$ cat src/rtl/store_buffer.sv
// store_buffer: data-side write buffer between the CPU data port and the
// shared memory data port. CPU stores are queued in a small FIFO and drained
// to memory in cycles where no load owns the port. Loads have priority and
// complete combinationally. A starvation counter forces a drain when the
// buffer stays full behind a stream of loads. A flush request stalls the CPU
// until every queued store has reached memory.
//
// Optional feature macro: STORE_BUFFER_FWD_EN
//   defined   -> loads hitting queued stores return the youngest match's data
//   undefined -> loads hitting queued stores stall while the head drains
module store_buffer #(
  parameter int DEPTH        = 4,
  parameter int STARVE_LIMIT = 8
) (
  input  logic                    clk,
  input  logic                    rst,
  input  logic [31:0]             cpu_addr,
  input  logic [31:0]             cpu_wdata,
  input  logic                    cpu_write,
  input  logic                    cpu_read,
  output logic [31:0]             cpu_rdata,
  output logic                    cpu_stall,
  input  logic                    flush,
  output logic                    flush_done,
  output logic [31:0]             mem_addr,
  output logic [31:0]             mem_wdata,
  input  logic [31:0]             mem_rdata,
  output logic                    mem_read,
  output logic                    mem_write,
  output logic [$clog2(DEPTH):0]  count
);

  localparam int PW = $clog2(DEPTH);
  localparam int CW = PW + 1;
  localparam int SW = $clog2(STARVE_LIMIT + 1);

  localparam logic [1:0] ST_IDLE   = 2'd0;
  localparam logic [1:0] ST_ACTIVE = 2'd1;
  localparam logic [1:0] ST_FLUSH  = 2'd2;

  // Queue storage and control state
  logic [31:0]   addr_q [DEPTH];
  logic [31:0]   addr_d [DEPTH];
  logic [31:0]   data_q [DEPTH];
  logic [31:0]   data_d [DEPTH];
  logic [PW-1:0] head_q, head_d;
  logic [PW-1:0] tail_q, tail_d;
  logic [CW-1:0] count_q, count_d;
  logic [SW-1:0] starve_q, starve_d;
  logic [1:0]    state_q, state_d;

  // Decoded status and arbitration
  logic          full_s;
  logic          empty_s;
  logic          any_req_s;
  logic          flushing_s;
  logic          force_s;
  logic          hit_s;
  logic          hazard_s;
  logic          load_stall_s;
  logic          stall_s;
  logic          load_go_s;
  logic          enq_s;
  logic          drain_s;
  logic [PW-1:0] idx_s;
`ifdef STORE_BUFFER_FWD_EN
  logic [31:0]   hit_data_s;
`endif

  // Occupancy, flush and starvation status decoded from registered state.
  always_comb begin
    full_s     = (count_q == CW'(DEPTH));
    empty_s    = (count_q == {CW{1'b0}});
    any_req_s  = cpu_read | cpu_write;
    // A flush request with work pending stalls the CPU from its first cycle.
    flushing_s = (state_q == ST_FLUSH) | (flush & ~empty_s);
    force_s    = (starve_q == SW'(STARVE_LIMIT));
  end

  // Address match of the current CPU address against all occupied entries;
  // walking oldest to youngest leaves the youngest match in hit_data_s.
  always_comb begin
    hit_s = 1'b0;
    idx_s = {PW{1'b0}};
`ifdef STORE_BUFFER_FWD_EN
    hit_data_s = 32'd0;
`endif
    for (int i = 0; i < DEPTH; i++) begin
      idx_s = head_q + PW'(i);
      if ((CW'(i) < count_q) && (addr_q[idx_s] == cpu_addr)) begin
        hit_s = 1'b1;
`ifdef STORE_BUFFER_FWD_EN
        hit_data_s = data_q[idx_s];
`endif
      end else begin
        hit_s = hit_s;
      end
    end
  end

  // Port arbitration: loads own the memory port unless stalled; otherwise the
  // head entry drains. Everything is held off while reset is asserted.
  always_comb begin
`ifdef STORE_BUFFER_FWD_EN
    hazard_s = 1'b0;
`else
    // Without forwarding a load hitting a queued store must wait for it.
    hazard_s = cpu_read & hit_s;
`endif
    // A store blocked by a full buffer does not block a load in the same cycle.
    load_stall_s = flushing_s | force_s | hazard_s;
    if (!rst) begin
      stall_s   = 1'b0;
      load_go_s = 1'b0;
      enq_s     = 1'b0;
      drain_s   = 1'b0;
    end else begin
      stall_s   = (cpu_write & full_s) | (any_req_s & flushing_s) | force_s | hazard_s;
      load_go_s = cpu_read & ~load_stall_s;
      enq_s     = cpu_write & ~stall_s;
      drain_s   = ~empty_s & ~load_go_s;
    end
  end

  // Drive the memory port and CPU return path from the arbitration result.
  always_comb begin
    mem_read   = load_go_s;
    mem_write  = drain_s;
    cpu_stall  = stall_s;
    flush_done = empty_s & (state_q != ST_FLUSH);
    count      = count_q;
    if (load_go_s) begin
      mem_addr  = cpu_addr;
      mem_wdata = 32'd0;
    end else if (drain_s) begin
      mem_addr  = addr_q[head_q];
      mem_wdata = data_q[head_q];
    end else begin
      mem_addr  = 32'd0;
      mem_wdata = 32'd0;
    end
    if (load_go_s) begin
`ifdef STORE_BUFFER_FWD_EN
      cpu_rdata = hit_s ? hit_data_s : mem_rdata;
`else
      cpu_rdata = mem_rdata;
`endif
    end else begin
      cpu_rdata = 32'd0;
    end
  end

  // Next-state for the FIFO storage, pointers and occupancy.
  always_comb begin
    addr_d = addr_q;
    data_d = data_q;
    if (enq_s) begin
      addr_d[tail_q] = cpu_addr;
      data_d[tail_q] = cpu_wdata;
      tail_d         = tail_q + PW'(1);
    end else begin
      tail_d = tail_q;
    end
    if (drain_s) begin
      head_d = head_q + PW'(1);
    end else begin
      head_d = head_q;
    end
    case ({enq_s, drain_s})
      2'b10:   count_d = count_q + CW'(1);
      2'b01:   count_d = count_q - CW'(1);
      default: count_d = count_q;
    endcase
  end

  // Starvation counter: consecutive full cycles where a load blocked the drain.
  always_comb begin
    if (drain_s) begin
      starve_d = {SW{1'b0}};
    end else if (full_s & load_go_s) begin
      starve_d = force_s ? starve_q : (starve_q + SW'(1));
    end else begin
      starve_d = {SW{1'b0}};
    end
  end

  // Control FSM: IDLE when empty, ACTIVE when occupied, FLUSH until empty.
  always_comb begin
    case (state_q)
      ST_IDLE, ST_ACTIVE: begin
        if (flush) begin
          state_d = (count_d == {CW{1'b0}}) ? ST_IDLE : ST_FLUSH;
        end else begin
          state_d = (count_d == {CW{1'b0}}) ? ST_IDLE : ST_ACTIVE;
        end
      end
      ST_FLUSH: begin
        state_d = (count_d == {CW{1'b0}}) ? ST_IDLE : ST_FLUSH;
      end
      default: begin
        state_d = ST_IDLE;
      end
    endcase
  end

  // State registers; reset discards any queued stores.
  always_ff @(posedge clk or negedge rst) begin
    if (!rst) begin
      for (int i = 0; i < DEPTH; i++) begin
        addr_q[i] <= 32'd0;
        data_q[i] <= 32'd0;
      end
      head_q   <= {PW{1'b0}};
      tail_q   <= {PW{1'b0}};
      count_q  <= {CW{1'b0}};
      starve_q <= {SW{1'b0}};
      state_q  <= ST_IDLE;
    end else begin
      addr_q   <= addr_d;
      data_q   <= data_d;
      head_q   <= head_d;
      tail_q   <= tail_d;
      count_q  <= count_d;
      starve_q <= starve_d;
      state_q  <= state_d;
    end
  end

endmodule
$ cat config.mk
export PLATFORM = sky130hd
export DESIGN_NAME = store_buffer
export DESIGN_NICKNAME = d
export VERILOG_FILES = /design/src/rtl/store_buffer.sv
export SDC_FILE = /design/constraint.sdc
export NUM_CORES = 1
export LEC_CHECK = 0
export CORE_ASPECT_RATIO = 2
export CORE_MARGIN = 3
export CORE_UTILIZATION = 64
export CTS_BUF_LIST = sky130_fd_sc_hd__clkbuf_8
export CTS_CLUSTER_SIZE = 14
export DETAILED_ROUTE_END_ITERATION = 7
export PLACE_DENSITY = 0.87
export SETUP_SLACK_MARGIN = 0.02
export SLEW_MARGIN = 0
export SYNTH_ARGS = -nofsm -noshare
export SYNTH_HDL_FRONTEND = slang
export SYNTH_SLANG_ARGS = --single-unit
$ cat constraint.sdc
create_clock -name clk -period 9.17 [get_ports clk]
set_input_delay 0.917 -clock clk [delete_from_list [all_inputs] [get_ports clk]]
set_output_delay 0.917 -clock clk [all_outputs]
set_load 0.03 [all_outputs]
======== Word level (Yosys, flattened, before mapping) ========
Cells that the tools add are included.
word-level totals
  word-level logic and storage cells ...... 116
  bits in registers ....................... 269
  output and inout bits ................... 103
  input port bits ......................... 101
operators by class
  bitwise operators ....................... 25
  reductions and logical operators ........ 9
  equal/unequal tests ..................... 12
  multiplexer cells ....................... 40
  add/subtract/negate cells ............... 7
  $lt $le $gt $ge ......................... 10
operators with widths
  kind                                                        count
  2-to-1 mux 32 bit                                           16
  binary-select mux 32 bit (select 2 bit)                     5
  bitwise mux 128 bit                                         2
  equality test 32 bit                                        4
  demux 32 bit (select 2 bit)                                 1
  >= comparator 3 bit (second input constant)                 5
  inverter 2 -> 3 bit                                         5
  2-to-1 mux 4 bit                                            3
  bitwise AND 1 bit                                           9
  2-to-1 mux 1 bit                                            9
  OR 1 bit                                                    7
  zero test 3 bit                                             2
  less-than comparator 1 x 3 -> 1 bit (first input constant)  2
  less-than comparator 2 x 3 -> 1 bit (first input constant)  2
  case mux 3 bit (2 select lines)                             1
  logical AND 1 bit                                           5
  adder 2 x 1 -> 2 bit (second input constant)                2
  adder 2 bit (second input constant)                         2
  adder 4 x 1 -> 4 bit (second input constant)                1
  equality test 2 x 1 -> 1 bit (second input constant)        2
  equality test 2 bit (second input constant)                 2
  equality test 4 bit (second input constant)                 1
  2-to-1 mux 2 bit                                            2
  inverter 1 bit                                              4
  other kinds (9)                                             9

======== Logic depth before layout (Yosys ltp) ========
Gate-level depths: netlist (run 1).
  word-level depth ........................ 23
  gate-level depth with buffers ........... 22
  depth with buffers taken out ............ 17

======== Worst setup path before layout (run 1) ========
OpenSTA, ideal clock, no wires.
  path type ............................... in2out
  from .................................... input cpu_addr[25]
  to ...................................... output cpu_rdata[12]
  stages on the path ...................... 14
  setup slack ............................. 4.536 ns
  buffers on the path ..................... 6
  required time ........................... 8.253 ns
  data arrival time ....................... 3.717 ns
  cell sequence ........................... clkbuf_1 > clkbuf_1 > o2bb2ai_1 > mux2i_1 > nand4_1 > nor4_1 > a22o_1 > or2_1 > buf_2 > or2_1 > buf_2 > buf_4 > buf_4 > nor3_1
on the way
  longest elaborated chain between the ends .. 12
  elaborated cells between the ends (all ways) .. 18
  classes of those cells .................. eq/ne: 4; mux: 6; bitwise: 4; reduce/logical: 4
RTL lines
  what                           line  source
  start: declaration             17    input logic [31:0] cpu_addr,
  equality test 32 bit           90    if ((CW'(i) < count_q) && (addr_q[idx_s] == cpu_addr)) begin
  logical AND 1 bit              90
  2-to-1 mux 1 bit (3 in a row)  90
  2-to-1 mux 1 bit *             90
  bitwise AND 1 bit *            108   hazard_s = cpu_read & hit_s;
  OR 1 bit *                     111   load_stall_s = flushing_s | force_s | hazard_s;
  inverter 1 bit *               119   load_go_s = cpu_read & ~load_stall_s;
  bitwise AND 1 bit *            119
  2-to-1 mux 1 bit *             112   if (!rst) begin
  2-to-1 mux 32 bit *            142   if (load_go_s) begin
  end: declaration               21    output logic [31:0] cpu_rdata,
Mark *: on every way between the ends. The rest lies on a longest branch, timed or not.

======== Worst setup path after layout (run 1) ========
  from .................................... register head_q[0]
  to ...................................... output mem_addr[31]
on the way
  longest elaborated chain between the ends .. 19
  elaborated cells between the ends (all ways) .. 41
  classes of those cells .................. add/sub: 3; eq/ne: 4; mux: 20; bitwise: 10; reduce/logical: 4
RTL lines
  what                                                                                                         line         source
  start: declaration                                                                                           46           logic [PW-1:0] head_q, head_d;
  start signal: assignment                                                                                     213          head_q <= {PW{1'b0}};
  adder 2 x 1 -> 2 bit / inverter 2 -> 3 bit (equally long branches)                                           89, 90, 136
  inverter 2 -> 3 bit (implied by the code) / binary-select mux 32 bit (select 2 bit) (equally long branches)  90, 136
  binary-select mux 32 bit (select 2 bit) / 2-to-1 mux 32 bit (equally long branches)                          90, 136
  2-to-1 mux 32 bit, on equally long branches                                                                  90, 136
  2-to-1 mux 32 bit (implied by the code) / equality test 32 bit (equally long branches)                       90
  equality test 32 bit / logical AND 1 bit (equally long branches)                                             90
  logical AND 1 bit / 2-to-1 mux 1 bit (equally long branches)                                                 90
  2-to-1 mux 1 bit (3 in a row)                                                                                90
  bitwise AND 1 bit                                                                                            108
  OR 1 bit                                                                                                     111
  inverter 1 bit                                                                                               119
  bitwise AND 1 bit                                                                                            119
  inverter 1 bit                                                                                               121          drain_s = ~empty_s & ~load_go_s;
  bitwise AND 1 bit                                                                                            121
  2-to-1 mux 1 bit                                                                                             112
  2-to-1 mux 32 bit                                                                                            135          end else if (drain_s) begin
  2-to-1 mux 32 bit *                                                                                          132          if (load_go_s) begin
  end: declaration                                                                                             25           output logic [31:0] mem_addr,
Mark *: on every way between the ends. The rest lies on a longest branch, timed or not. The select of a mux whose other input is x is not followed.

==> impl_metrics.json, run 1 <==
{
  "finish.instance_area_um2": 21030,
  "cts.sinks": 269,
  "synth.avg_cell_area_um2": 12.79,
  "numCtsBuffers": 40,
  "cap_violations": 0,
  "fin_ws_ns": 1.671,
  "post-place-ws_ns": 2.345,
  "setup_viol": 0,
  "die_area_um2": 30940,
  "ctsResizeCount": 0,
  "areaGrowthSynthToFinish_pct": 14.31,
  "powerDensity_nw_per_um2": 396.0,
  "placed_cells": 1889,
  "cts-root-buf": "clkbuf_8",
  "fp-row-count": 87,
  "cts_setup_buffers": 0,
  "die_y_um": 245.8,
  "endpoint_kind": "output port",
  "grt_pass1_vias": 13810,
  "initial_utilization": 0.6500,
  "nets": 1689,
  "ir_drop_mv": 0.2876,
  "dp_hpwl_mm": 38.92,
  "synth_area_um2": 18400,
  "worstPathCellList": "buf_4 -> mux4_2 -> xnor2_1 -> nand2_1 -> a2111oi_0 -> and4_1 -> a22o_1 -> or2_1 -> or2_4 -> a41o_1 -> clkdlybuf4s50_1",
  "required_ns": 8.25,
  "fin_skew_ns": 0.03738,
  "yosysWarnings": 0,
  "layout_min_cycle_time_ns": 7.499,
  "cp_slowest_cell": "dfrtp_4",
  "cts_tree": "yes",
  "finalPower_uw": 8327,
  "drive_above_1_share": 0.2688,
  "drt-initial-drc-count": 994,
  "grt-ovfl-total": 0,
  "timing.fmax_ghz": 0.1334,
  "leakage_uw": 0.009008,
  "tns_ns": 0,
  "maxSlewHeadroom": 0.1399,
  "routabilityCongestion": 1.096,
  "postCtsHoldBufs": 0,
  "instances_no_fill": 1957,
  "yosys_most_used_dff": "dfrtp_1",
  "ys_ff_latch": 269,
  "synth_edf_count": 0,
  "avgViaCountPerCell": 6.595,
  "timing.final.max_slew_violations": 0,
  "port_buffers": 203,
  "crit_arrival_ns": 6.58,
  "drtPass1Iterations": 5,
  "ant_nets": 0,
  "crit_path_start_kind": "register",
  "hold_class": "in2async",
  "syn_inst": 1438,
  "die_w_um": 125.9,
  "slowest_delay_ns": 0.87,
  "track_usage": 0.3577,
  "drc_errors": 0,
  "wirelength_mm": 55.59,
  "layout_commonest_cell": "dfrtp_1",
  "worst_pin_slew_ns": 1.289,
  "num_vias": 12910,
  "critPathMaxFanout": 69,
  "synth_cell_types": 68,
  "clock_path_buffers": 3,
  "drt-wirelength-per-cell_um": 28.41,
  "antenna_found_initial": 1,
  "grt_pass1_wl_mm": 84.89,
  "ys_seq_area_frac": 0.3659,
  "layout_common_cells": "267 x dfrtp_1, 240 x mux2_4, 202 x clkdlybuf4s50_1",
  "finalCritPeriodShare": 0.8178,
  "h-tree-depth": 2,
  "rsz0062_at_grt": "false",
  "core_area_um2": 28300,
  "outcome": "finished, final reports clean",
  "grt_max_degree": 76,
  "clk_pin_slew_ns": 0.06,
  "hold_viol_final": 0,
  "place_area_um2": 20220,
  "n_fill_cell": 1807,
  "syn_nets": 1552,
  "path_class": "reg2out",
  "clkLatencyLatePin_ns": 0.60,
  "async_reset_ff_frac": 1.000,
  "io_pins": 204
}
## cell usage after synthesis (all sizes together) (8+ instances only)
cell,n,area [µm²]
xor2,25,219.0
inv,55,206.4
o22ai,8,50.05
buf,78,653.1
a21oi,12,60.06
mux2i,146,1461
nand3,11,55.05
ha,13,162.7
nand2,85,319.1
mux4,86,1937
nor2b,36,225.2
nor4,19,118.9
dfrtp,269,6731
nor3,43,215.2
mux2,271,3953
clkbuf,49,183.9
nor2,17,63.81
nand4,13,81.33
o2bb2ai,9,78.83
o21ai,9,48.80
xnor2,95,832.1
## layer usage
| metal | vias to the layer above | routed length (µm) | global-route usage |
|---|---|---|---|
| met2 | 586 | 28610 | 0.6112 |
| li1 | 5497 | - | - |
| met5 | - | 0 | 0 |
| met3 | 199 | 3030 | 0.05391 |
| met4 | 0 | 4460 | 0.2378 |
| met1 | 6625 | 19490 | 0.4132 |
## kinds of logic (layout without fill, tap and decap cells)
group	Yosys count	in the layout	synth area share
compound gates	96	96	0.04041
xor+xnor	120	120	0.05714
fa+ha+maj	13	13	0.008843
buf+inv	183	345	0.05693
flops	269	269	0.3659
mux	503	503	0.3996
other cells	0	1	0
simple gates	254	254	0.07115
## final cells by class
cell class,instances,area [µm²],area share
Tap cell,356,445.4,0.02118
Timing Repair Buffer,222,2192,0.1042
Clock inverter,20,161.4,0.007676
Multi-Input combinational cell,986,10630,0.5055
Clock buffer,47,646.9,0.03076
Antenna cell,1,2.502,0.0001190
Sequential cell,269,6739,0.3205
Inverter,56,210.2,0.009996
## sequential cells by signal, indices dropped and copies added, names as in the netlist
| register | count |
|---|---|
| addr_q | 128 |
| starve_q | 4 |
| data_q | 128 |
| head_q | 2 |
| state_q | 2 |
| tail_q | 2 |
| count | 3 |
## worst paths after layout
kind | from | end | slack (ns) | cells after the start
worst min register to register | state_q[1] | state_q[0] | 0.49 | 1
max in group asynchronous | rst | head_q[0] | 6.91 | 3
min in group clk | state_q[1] | state_q[0] | 0.49 | 1
worst max register to register | head_q[0] | state_q[0] | 3.31 | 16
worst min-delay path | rst | addr_q[45] | 0.23 | 1
worst max-delay path | head_q[0] | mem_addr[31] | 1.67 | 11
## worst max-delay path, delay by kind of cell, from the launching register on
| kind | cells | cell delay, ns |
|---|---|---|
| muxes | 1 | 0.61 |
| and+or+nand+nor | 4 | 1.73 |
| xor gates and xnor gates | 1 | 0.32 |
| AOI/OAI and AO/OA | 3 | 1.01 |
| DFF | 1 | 0.87 |
| buffers and inverters | 2 | 1.41 |
## per-stage QoR
| step | util | hold slack, ns |
|---|---|---|
| after floorplan | - | 0.4232 |
| after global placement | 0.7143 | 0.4371 |
| after detailed placement | 0.7143 | 0.4548 |
| after CTS | 0.7429 | 0.2321 |
| after global routing | 0.7430 | 0.2494 |
| final | 0.7430 | 0.2342 |
## power breakdown
group	internal (µW)	switching (µW)	total, µW	leakage [µW]
clock network	528	493	1020	0.000458
logic	2510	2350	4870	0.00530
registers	1780	660	2440	0.00325
Note: power is estimated with default switching activity, not from simulation.
==> run 2: changes to the inputs <==
--- a/config.mk
+++ b/config.mk
@@ -7,11 +7,11 @@
 export LEC_CHECK = 0
 export CORE_ASPECT_RATIO = 2
 export CORE_MARGIN = 3
-export CORE_UTILIZATION = 64
+export CORE_UTILIZATION = 59
 export CTS_BUF_LIST = sky130_fd_sc_hd__clkbuf_8
 export CTS_CLUSTER_SIZE = 14
 export DETAILED_ROUTE_END_ITERATION = 7
-export PLACE_DENSITY = 0.87
+export PLACE_DENSITY = 0.81
 export SETUP_SLACK_MARGIN = 0.02
 export SLEW_MARGIN = 0
 export SYNTH_ARGS = -nofsm -noshare
==> constraint.sdc (replaced) <==
create_clock -name clk -period 7.7 [get_ports clk]
set_input_delay 0.77 -clock clk [delete_from_list [all_inputs] [get_ports clk]]
set_output_delay 0.77 -clock clk [all_outputs]
set_load 0.03 [all_outputs]
==> run 2 against run 1 <==
Effect of this change: clock power grew 16%; sequential power grew 16%; clock skew shrank 0.016 ns; design area grew 0.35%; global-route usage shrank 3.0 points; setup slack lost 1.2 ns; count of clock-buffer cells in the layout grew 4; via count shrank 2.3%; sequential share of layout area shrank 0.11 points; largest power group unchanged.
==> impl_metrics.json, run 2 (synthesized netlist as in run 1, its figures left out) <==
{
  "outcome": "finished, final reports clean",
  "finalCritPeriodShare": 0.9324,
  "cts.sinks": 269,
  "slowest_delay_ns": 0.90,
  "crit_family": "simple AND/OR/NAND/NOR gates",
  "rsz0062_at_grt": "false",
  "final_core_util": 0.6940,
  "hold_viol_final": 0,
  "post-place-ws_ns": 1.354,
  "endpoint_kind": "output port",
  "numCtsBuffers": 41,
  "crit_path_start_kind": "register",
  "worst-path-buf-inv": 2,
  "initial_utilization": 0.6050,
  "p_sw_uw": 4113,
  "setup_viol": 0,
  "worst_pin_slew_ns": 1.144,
  "layout_commonest_cell": "dfrtp_1",
  "crit_arrival_ns": 6.41,
  "ant_nets": 0,
  "die_w_um": 130.9,
  "clk_pin_slew_ns": 0.07,
  "grt-ovfl-total": 0,
  "wirelength_mm": 54.08,
  "avgViaCountPerCell": 6.378,
  "layout_min_cycle_time_ns": 7.179,
  "fp-row-count": 90,
  "grt_pass1_vias": 13680,
  "maxSlewHeadroom": 0.2368,
  "h-tree-depth": 2,
  "power_frac_comb": 0.591,
  "drc_errors": 0,
  "ctsResizeCount": 0,
  "power.clock.fraction": 0.120,
  "cts_tree": "yes",
  "core_area_um2": 30400,
  "fin_skew_ns": 0.02185,
  "nets": 1697,
  "antenna_found_initial": 1,
  "reg2regPathDepth": 16,
  "ir_drop_mv": 0.2945,
  "rr_endpoint": "state_q[1]",
  "port_buffers": 203,
  "track_usage": 0.3279,
  "worstPathCellList": "buf_12 -> mux4_2 -> xor2_1 -> nor4_1 -> nand4_1 -> nor3_1 -> a22o_1 -> or2_1 -> or2_4 -> mux2i_1 -> clkdlybuf4s50_1",
  "postCtsHoldBufs": 0,
  "tns_ns": 0,
  "p_sw_frac": 0.4180,
  "leakage_uw": 0.009044,
  "areaGrowthSynthToFinish_pct": 14.71,
  "drt-wirelength-per-cell_um": 27.35,
  "pwr-share-seq": 0.289,
  "cts_setup_buffers": 0,
  "num_vias": 12610,
  "reg_top3": "addr_q: 128 flops, data_q: 128 flops, starve_q: 4 flops",
  "cts-root-buf": "clkbuf_8",
  "cell_internal_pwr_uw": 5727,
  "grt_pass1_wl_mm": 83.44,
  "clock_path_buffers": 3,
  "timing.fmax_ghz": 0.1393,
  "r2r-start": "head_q[1]",
  "fin_ws_ns": 0.5209,
  "cp_slowest_cell": "nor4_1",
  "die_area_um2": 33460,
  "drt-initial-drc-count": 802,
  "drtPass1Iterations": 5,
  "dp_hpwl_mm": 38.30,
  "path_class": "reg2out",
  "timing.final.max_slew_violations": 0,
  "hold_class": "in2async",
  "layout_common_cells": "267 x dfrtp_1, 240 x mux2_4, 202 x clkdlybuf4s50_1",
  "required_ns": 6.93,
  "clkLatencyLatePin_ns": 0.57,
  "routabilityCongestion": 1.072,
  "cap_violations": 0,
  "critPathMaxFanout": 69,
  "r2r_slack_ns": 1.92,
  "grt_max_degree": 70,
  "n_fill_cell": 2165,
  "powerDensity_nw_per_um2": 466.3,
  "drive_above_1_share": 0.2730,
  "io_pins": 204,
  "die_y_um": 255.7
}
run 2: worst register-to-register path, cell delays in order, from the launching register on:
cell     delay [ns]
dfrtp_4        0.85
buf_12         0.43
buf_4          0.40
mux4_2         0.54
xor2_1         0.33
nor2_1         0.12
nand4_1        0.12
nor3_1         0.05
a22o_1         0.27
or2_1          0.33
o21ai_4        0.74
inv_1          0.21
ha_1           0.40
o21ai_0        0.27
o31ai_1        0.14
nor3_1         0.33
a21oi_1        0.09
run 2: power by group through the flow:
stage               clock [µW]  combinational [µW]  sequential, µW
floorplan                    0                4440            2530
global placement             0                5670            2770
detailed placement           0                5760            2830
CTS                       1210                5790            2830
global route              1260                6090            2950
finish                    1180                5820            2840
run 2: through the flow:
step | instance area, µm² | total power (µW) | hold slack, ns | instances
floorplan | 18400 | 6970 | 0.4232 | 1438
detailed placement | 20310 | 8585 | 0.4445 | 1908
global placement | 20310 | 8435 | 0.4402 | 1908
global route | 21100 | 10290 | 0.1079 | 1977
CTS | 21100 | 9830 | 0.08798 | 1976
finish | 21100 | 9840 | 0.1061 | 1977
run 2: how the worst max path moves through the flow:
| stage | cells past startpoint | end | start |
|---|---|---|---|
| floorplan | 15 | cpu_rdata[12] | head_q[1] |
| global placement | 11 | mem_addr[10] | head_q[1] |
| detailed placement | 10 | mem_addr[2] | cpu_addr[5] |
| CTS | 11 | mem_addr[2] | head_q[1] |
| global route | 11 | mem_addr[2] | head_q[1] |
| finish | 11 | mem_addr[2] | head_q[1] |
run 2: area by class of cell:
type | count | area, µm² | share of cell area
multi-input combinational | 986 | 10630 | 0.5038
sequential | 269 | 6739 | 0.3194
timing repair buffer | 229 | 2270 | 0.1076
clock buffer | 51 | 701.9 | 0.03326
tap | 368 | 460.4 | 0.02182
inverter | 56 | 210.2 | 0.009961
clock inverter | 17 | 87.58 | 0.004151
antenna | 1 | 2.502 | 0.0001186
run 2: per-layer routing:
metal  wire, µm  track usage
met1      19390       0.3924
met3       2709      0.04657
met4       3839       0.1891
met2      28130       0.5532
met5          0            0
==> run 3: changes to the inputs <==
--- a/config.mk
+++ b/config.mk
@@ -5,6 +5,7 @@
 export SDC_FILE = /design/constraint.sdc
 export NUM_CORES = 1
 export LEC_CHECK = 0
+export CAP_MARGIN = 20
 export CORE_ASPECT_RATIO = 2
 export CORE_MARGIN = 3
 export CORE_UTILIZATION = 59
==> run 3 against run 2 <==
Effect of this change: final cell count barely moved; combinational power barely moved; critical path type unchanged; sequential cell count did not move; first-iteration DRC count rose by 17%; power barely moved; critical path depth did not move; clock skew fell by 0.0014 ns; hold slack got worse by 0.0019 ns.
==> impl_metrics.json, run 3 (synthesized netlist as in run 1, its figures left out) <==
{
  "outcome": "finished, final reports clean",
  "areaGrowthSynthToFinish_pct": 14.86,
  "clock_path_buffers": 3,
  "layout_min_cycle_time_ns": 7.127,
  "cap_violations": 0,
  "timing.fmax_ghz": 0.1403,
  "track_usage": 0.3279,
  "finalCritPeriodShare": 0.9255,
  "hold_class": "in2async",
  "reg2regPathDepth": 16,
  "nets": 1698,
  "crit_path_start": "head_q[1]",
  "drc_errors": 0,
  "die_w_um": 130.9,
  "antenna_found_initial": 1,
  "required_ns": 6.93,
  "crit_arrival_ns": 6.36,
  "r2r_slack_ns": 1.97,
  "grt_pass1_wl_mm": 83.44,
  "path_class": "reg2out",
  "r2r-start": "head_q[1]",
  "grt_pass1_vias": 13680,
  "port_buffers": 203,
  "endpoint_kind": "output port",
  "crit_path_end": "mem_addr[2]",
  "io_pins": 204,
  "worst_pin_slew_ns": 1.014,
  "num_vias": 12580,
  "tns_ns": 0,
  "grt_max_degree": 70,
  "numCtsBuffers": 41,
  "fp-row-count": 90,
  "drtPass1Iterations": 5,
  "layout_commonest_cell": "dfrtp_1",
  "timing.final.max_slew_violations": 0,
  "ant_nets": 0,
  "clk_pin_slew_ns": 0.06,
  "drt-initial-drc-count": 935,
  "avgViaCountPerCell": 6.358,
  "ir_drop_mv": 0.2947,
  "drt-wirelength-per-cell_um": 27.30,
  "ff_latch_area_um2": 6739,
  "multi_input_area_um2": 10630,
  "cts_tree": "yes",
  "die_area_um2": 33460,
  "wirelength_mm": 53.99,
  "initial_utilization": 0.6050,
  "maxSlewHeadroom": 0.3239,
  "reg_top3": "addr_q: 128 flops, data_q: 128 flops, starve_q: 4 flops",
  "die_y_um": 255.7,
  "postCtsHoldBufs": 0,
  "clkLatencyLatePin_ns": 0.58,
  "routabilityCongestion": 1.072,
  "setup_viol": 0,
  "rr_endpoint": "state_q[1]",
  "cts.sinks": 269,
  "hold_viol_final": 0,
  "cts-root-buf": "clkbuf_8",
  "grt-ovfl-total": 0,
  "h-tree-depth": 2,
  "n_fill_cell": 2164,
  "drive_above_1_share": 0.2735,
  "critPathMaxFanout": 69,
  "powerDensity_nw_per_um2": 465.5,
  "layout_common_cells": "267 x dfrtp_1, 240 x mux2_4, 202 x clkdlybuf4s50_1",
  "final_core_util": 0.6949,
  "ctsResizeCount": 0,
  "core_area_um2": 30400,
  "fin_skew_ns": 0.02045,
  "rsz0062_at_grt": "false",
  "holdWs_ns": 0.1042,
  "leakage_uw": 0.009056,
  "dp_hpwl_mm": 38.30,
  "crit_path_start_kind": "register",
  "cts_setup_buffers": 0
}
-- run 3: changes by cell type in the layout (fill, tap and decap cells not counted), sizes merged --
cell	delta
buf	+1
-- run 3: worst max-delay path, stage by stage, from the launching register on --
cell and delay [ns]:
dfrtp_4 0.84, buf_12 0.42, mux4_2 0.57, xor2_1 0.19, nor4_1 0.85, nand4_1 0.19, nor3_1 0.19, a22o_1 0.22
or2_1 0.31, or2_4 0.86, mux2i_1 0.31, clkdlybuf4s50_1 0.72
-- run 3: worst min-delay path by stage --
stage | start | end | slack (ns) | cells after the start
after floorplan | state_q[1] | state_q[0] | 0.42 | 1
after global placement | state_q[1] | state_q[0] | 0.44 | 1
after detailed placement | state_q[1] | state_q[0] | 0.44 | 1
after CTS | rst | data_q[104] | 0.09 | 1
after global routing | rst | data_q[104] | 0.11 | 1
final | rst | addr_q[37] | 0.10 | 1
-- run 3: layout make-up --
class | count | share of cell area
Multi-Input combinational cell | 986 | 0.5031
Clock buffer | 51 | 0.03322
Antenna cell | 1 | 0.0001184
Tap cell | 368 | 0.02179
Timing Repair Buffer | 230 | 0.1087
Sequential cell | 269 | 0.3189
Inverter | 56 | 0.009949
Clock inverter | 17 | 0.004145
-- run 3: layer usage --
metal | vias to the layer above | part of all wire | track usage
li1 | 5509 | - | -
met1 | 6420 | 0.36 | 0.3924
met2 | 501 | 0.52 | 0.5532
met3 | 147 | 0.050 | 0.04657
met4 | 0 | 0.068 | 0.1891
met5 | - | 0 | 0
-- run 3: stage by stage --
step	total power (µW)	setup slack, ns	cells	cell area [µm²]
after floorplan	6970	3.344	1438	18400
after global routing	10300	0.3276	1978	21130
after CTS	9830	0.7501	1976	21100
after global placement	8435	1.519	1908	20310
after detailed placement	8585	1.354	1908	20310
final	9836	0.5734	1978	21130
-- run 3: power breakdown --
| part | leakage (µW) | internal [µW] | switching [µW] | total (µW) |
|---|---|---|---|---|
| sequential | 0.00325 | 2120 | 721 | 2840 |
| clock | 0.000449 | 599 | 584 | 1180 |
| combinational | 0.00536 | 3010 | 2800 | 5810 |
| total | 0.00906 | 5730 | 4110 | 9840 |
